[src/rtl/pipelined_mac_unit.sv]
// Pipelined signed/unsigned multiply-accumulate with valid/ready on both sides.
// STAGES registers from accept to result; the last one is the output register.
module pipelined_mac_unit #(
    parameter int WIDTH  = 8,
    parameter int ACC_W  = 32,
    parameter int STAGES = 2
) (
    input  logic             clk,
    input  logic             rst,
    input  logic             in_valid,
    output logic             in_ready,
    input  logic [WIDTH-1:0] num1,
    input  logic [WIDTH-1:0] num2,
    input  logic             signed_mode,
    input  logic             acc_en,
    input  logic             acc_clr,
    output logic             out_valid,
    input  logic             out_ready,
    output logic [ACC_W-1:0] product
);

    localparam int PW = 2 * WIDTH;
    localparam logic [ACC_W-1:0] HI_MASK = ~ACC_W'({PW{1'b1}});

    generate
        if (ACC_W < PW) begin : g_bad_acc_w
            $error("pipelined_mac_unit: ACC_W must be >= 2*WIDTH");
        end
        if (STAGES < 1 || STAGES > 4) begin : g_bad_stages
            $error("pipelined_mac_unit: STAGES must be 1..4");
        end
    endgenerate

    logic w_advance;
    logic r_out_valid;
    logic [ACC_W-1:0] r_product;
    logic [ACC_W-1:0] r_acc;

    assign w_advance = !r_out_valid || out_ready;
    assign in_ready  = w_advance;
    assign out_valid = r_out_valid;
    assign product   = r_product;

    // One extra operand bit lets a single signed multiplier serve both modes.
    logic signed [WIDTH:0]  w_a;
    logic signed [WIDTH:0]  w_b;
    logic signed [PW-1:0]   w_ax;
    logic signed [PW-1:0]   w_bx;
    logic signed [PW-1:0]   w_mul;
    logic [PW-1:0]          w_p;
    logic [ACC_W-1:0]       w_ext;

    assign w_a   = {signed_mode & num1[WIDTH-1], num1};
    assign w_b   = {signed_mode & num2[WIDTH-1], num2};
    assign w_ax  = PW'(w_a);
    assign w_bx  = PW'(w_b);
    assign w_mul = w_ax * w_bx;
    assign w_p   = w_mul;
    assign w_ext = ACC_W'(w_p)
                 | ((signed_mode && w_p[PW-1]) ? HI_MASK : '0);

    logic [STAGES-1:0]            w_sv;
    logic [STAGES-1:0]            w_se;
    logic [STAGES-1:0]            w_sc;
    logic [STAGES-1:0][ACC_W-1:0] w_sp;

    assign w_sv[0] = in_valid;
    assign w_se[0] = acc_en;
    assign w_sc[0] = acc_clr;
    assign w_sp[0] = w_ext;

    genvar k;
    generate
        for (k = 1; k < STAGES; k++) begin : g_stage
            logic             r_v;
            logic             r_e;
            logic             r_c;
            logic [ACC_W-1:0] r_p;

            always_ff @(posedge clk or posedge rst) begin
                if (rst) begin
                    r_v <= 1'b0;
                    r_e <= 1'b0;
                    r_c <= 1'b0;
                    r_p <= '0;
                end else if (w_advance) begin
                    r_v <= w_sv[k-1];
                    r_e <= w_se[k-1];
                    r_c <= w_sc[k-1];
                    r_p <= w_sp[k-1];
                end
            end

            assign w_sv[k] = r_v;
            assign w_se[k] = r_e;
            assign w_sc[k] = r_c;
            assign w_sp[k] = r_p;
        end
    endgenerate

    logic             w_lv;
    logic             w_le;
    logic             w_lc;
    logic [ACC_W-1:0] w_lp;
    logic [ACC_W-1:0] w_sum;
    logic [ACC_W-1:0] w_res;
    logic [ACC_W-1:0] w_acc_nxt;

    assign w_lv = w_sv[STAGES-1];
    assign w_le = w_se[STAGES-1];
    assign w_lc = w_sc[STAGES-1];
    assign w_lp = w_sp[STAGES-1];

    always_comb begin
        w_sum     = r_acc + w_lp;
        w_res     = w_lp;
        w_acc_nxt = r_acc;
        case ({w_le, w_lc})
            2'b01: w_acc_nxt = '0;
            2'b10: begin
                w_res     = w_sum;
                w_acc_nxt = w_sum;
            end
            2'b11: w_acc_nxt = w_lp;
            default: w_acc_nxt = r_acc;
        endcase
    end

    // The accumulator only moves together with a real beat entering the output.
    always_ff @(posedge clk or posedge rst) begin
        if (rst) begin
            r_out_valid <= 1'b0;
            r_product   <= '0;
            r_acc       <= '0;
        end else if (w_advance) begin
            r_out_valid <= w_lv;
            if (w_lv) begin
                r_product <= w_res;
                r_acc     <= w_acc_nxt;
            end
        end
    end

endmodule

[config.mk]
export PLATFORM = sky130hd
export DESIGN_NAME = pipelined_mac_unit
export DESIGN_NICKNAME = d
export VERILOG_FILES = /design/src/rtl/pipelined_mac_unit.sv
export SDC_FILE = /design/constraint.sdc
export NUM_CORES = 1
export LEC_CHECK = 0
export ABC_AREA = 1
export CAP_MARGIN = 20
export CELL_PAD_IN_SITES_DETAIL_PLACEMENT = 1
export CELL_PAD_IN_SITES_GLOBAL_PLACEMENT = 1
export CORE_MARGIN = 10
export CORE_UTILIZATION = 45
export DETAILED_ROUTE_END_ITERATION = 16
export PLACE_DENSITY_LB_ADDON = 0.1
export SLEW_MARGIN = 20
export SYNTH_ARGS = -nofsm -noshare
export SYNTH_HDL_FRONTEND = slang
export SYNTH_SLANG_ARGS = --single-unit
[constraint.sdc]
create_clock -name clk -period 3.4 [get_ports clk]
set_input_delay 0.68 -clock clk [delete_from_list [all_inputs] [get_ports clk]]
set_output_delay 0.68 -clock clk [all_outputs]
set_load 0.05 [all_outputs]
==> results by group <==
Min path
  – Hold WC Path Type: reg2reg
  – Hold Path Cell Cnt: 2
  – WHS Endpoint: r_acc[7]
  – Hold_sp: r_acc[7]

Final layout
  – P&R area growth vs syn: 27.42%
  – Layout cell share with drive strength beyond 1: a little under a fifth
  – Nets: about 1500
  – Diode count: 0
  – Core Util, Final: 58.66%

Logic synthesis
  – Yosys reg bits: 85
  – Synth warn: 0
  – Ys flop type: dfrtp_1
  – FFs w/ async S/R, synth: 100.0%
  – Number of synthesized flops with an enable pin: 0
  – Netlist cell types: 41
  – Syn_nets: between 1000 and 1500
  – Cell Area, Synth: between 8000 and 9000 um2
  – Avg Cell Area, Syn: between 6 and 7 um2
  – Seq/Total Area, Yosys: between 20% and 30%
  – Cell count after synthesis: roughly 1200

Drt
  – Total routed wirelength: ~31000 um
  – DRC: 0
  – DR vias/cell: between 5 and 6
  – Initial DRC Count: approximately 450
  – DR vias: ~8500
  – DR pass1 iterations: 4
  – Post-route ant nets: 0
  – Post-DR wirelength/cell: about 19 um

Global routing
  – Initial antenna violation count: 0
  – First-pass GRT wire length: 49190 um
  – GRT overflow: 0
  – Largest net degree at the start of global routing: 39
  – Vias in the first global route: ~9500
  – GRT Overall Usage: between 20% and 30%

Worst setup path
  – WP data required: 3690 ps
  – Slowest CP cell: fa_2
  – R2R setup slack: approximately 570 ps
  – Worst Path Arrival: just under 5000 ps
  – Reg2reg path depth: 13
  – Setup crit end kind: flop
  – Type of origin of the critical path: primary input
  – Crit-path max cell delay: roughly 550 ps
  – Setup Crit Path Kind: in2reg
  – Crit-path max FO: 4
  – CP Cell Sequence: buf_12 > nand2_8 > or2_4 > fa_1 > fa_1 > inv_1 > fa_1 > inv_2 > fa_1 > inv_2 > fa_2 > ha_4 > a21oi_4 > nand2_2 > a21boi_2 > nor2_2 > o21ai_2 > nand2_1 > nand2_1 > nand3_2 > nand2_2
  – Worst R2R End: r_acc[30]
  – Most frequent CP cell: fa_1
  – Critical R2R Launch: g_stage[1].r_p[30]

Timing
  – Least-Margin Pin Slew: approximately 860 ps
  – Slew Limit Fails: 0
  – Final period util: 135.5%
  – RSZ-0062 raised after global routing: yes
  – Slew Limit Headroom: ~43%
  – Crit path time final: around 4600 ps
  – Final-report hold violation count: 0
  – Final setup viols: 11
  – Clock Skews: roughly 13 ps
  – Fmax: about 220 MHz
  – Worst setup margin: -1208 ps

Pwr
  – Pleak: approximately 5.9 nW
  – Cell area power density: 1094 nW/um2
  – Peak supply drop: roughly 0.46 mV
  – Total design power: roughly 12 mW

Die
  – Starting Density: about 46%
  – # IOs: 57
  – Die Span Y: 158.8 um
  – Total core area: ~19000 um2
  – Die X: ~160 um
  – Die ar.: ~25000 um2
  – FP Rows: 50

Clock network
  – Clock tree root driver cell: clkbuf_16
  – Hold_buf cts: 0
  – Clock Pin Slew Worst Setup and Hold Paths: ~70 ps
  – Maximum clock path buffer count: 2
  – Skew-Pair Late Insertion Delay: about 360 ps
  – CTS tree: done
  – # clock sinks: 85
  – H-Tree Level Count: 3
  – CTS Buf Count: 9

Status
  – Outcome: finished with violations
  – Failing checks: setup timing

Placed design
  – Buffers on Ports: 56
  – DP Worst Slack: -2191 ps
  – GP Congestion: 0.8846
  – Detailed Place HPWL: around 24000 um

Run
  – Max-Cap Viols: 0
## worst max-delay path, delay by kind of cell
kind	cells	cell delay (ps)
AND/OR/NAND/NOR	8	770
adder cells (fa/ha/maj)	6	2730
AO/OA/AOI/OAI	3	480
buffers and inverters	4	220
## power by group
group | internal (mW) | switching [mW]
Sequential | 1.48 | 0.421
Clock | 0.663 | 0.449
Combinational | 3.50 | 5.56
## registers in the layout, summed over array words and instances (netlist names)
name         flops
out_valid        1
product         32
g_stage.r_v      1
g_stage.r_c      1
g_stage.r_e      1
r_acc           32
g_stage.r_p     17
## layout make-up
| class | instances | area (um2) |
|---|---|---|
| clock buffer | 10 | 239.0 |
| clock inverter | 5 | 85.08 |
| fill | 2379 | 7784 |
| inverter | 236 | 897.1 |
| multi-input combinational | 884 | 6067 |
| sequential | 85 | 2127 |
| tap | 260 | 325.3 |
| timing repair buffer | 142 | 1306 |
## timing repair
item,CTS,global route
gates resized for setup,175,32
buffers inserted,13,11
pin swaps,64,44
endpoints found under the hold margin,0,0
endpoints found under the setup margin,13,11
## through the flow
step	instances	instance area [um2]	hold WS, ps	TNS, ps
detailed placement	1590	10200	472.3	-21130
global route	1622	11050	517.7	-11340
global placement	1590	10200	465.2	-19610
finish	1622	11050	500.7	-10030
CTS	1616	10870	496.4	-9572
floorplan	1239	9086	448.3	-10100
## cell families after synthesis
group                      synth area share [%]
xor gates and xnor gates                 0.8081
buffers and inverters                     11.92
AOI/OAI and AO/OA                         10.55
and+or+nand+nor                           28.17
DFF                                       24.53
adders and majority gates                 24.02
## synth_stat cells, types with 3 or more instances
library cell    n  share of area (%)
xor2_1          4               0.40
a21boi_1        7               0.61
and2_1          3               0.22
fa_1           64                 15
nor2_4          3               0.39
nor3_2          5               0.58
inv_2           6               0.26
nand2_2         3               0.22
o21ai_0        36                2.1
nand2_1       380                 16
nand4_1        10               0.72
clkbuf_1       22               0.95
o21bai_1        3               0.26
xnor2_1         4               0.40
nand3_1        65                3.8
a21oi_1        89                5.1
dfrtp_1        85                 25
nor2_1         87                3.8
or2_2           9               0.65
a31oi_1         5               0.36
buf_2          10               0.58
inv_1         228                9.9
or2_1           3               0.22
nor3_1          9               0.52
o21ai_1         6               0.35
ha_1           64                9.2
a2bb2oi_1      10                1.0
## how the worst max path moves through the flow
stage,startpoint,endpoint,slack (ps),cells after the start
2_1_floorplan,num1[5],g_stage[1].r_p[13],-1300,22
3_3_place_gp,num2[7],g_stage[1].r_p[13],-1940,21
3_5_place_dp,num1[7],g_stage[1].r_p[15],-2190,21
4_1_cts,num1[7],g_stage[1].r_p[30],-1120,22
5_1_grt,signed_mode,g_stage[1].r_p[13],-1350,21
6_report,signed_mode,g_stage[1].r_p[13],-1210,21
## cells in the final DEF, fill, tap and decap left out, types with 4 or more instances in the layout
cell type,instances
a21boi_1,7
a21oi_1,84
a21oi_2,4
a2bb2oi_1,10
buf_4,69
buf_6,25
buf_8,4
clkbuf_16,9
clkdlybuf4s50_1,38
dfrtp_1,85
fa_1,54
fa_2,10
ha_1,43
ha_4,20
inv_1,208
inv_2,21
inv_4,4
nand2_1,360
nand2_2,16
nand2_4,6
nand3_1,58
nand3_2,8
nand4_1,10
nor2_1,80
nor2_2,8
nor2_4,4
nor3_1,7
nor3_2,5
o21ai_0,25
o21ai_1,14
or2_2,8
xor2_1,4
## metal layers
layer	track usage, %	share of wire (%)	vias up	wire length [um]
met5	0	0	-	0
met1	27.45	41	4260	12610
met2	45.87	54	156	16810
li1	-	-	4070	-
met3	2.221	2.4	59	744
met4	8.333	2.9	0	904
(Power assumes the default switching activity.)
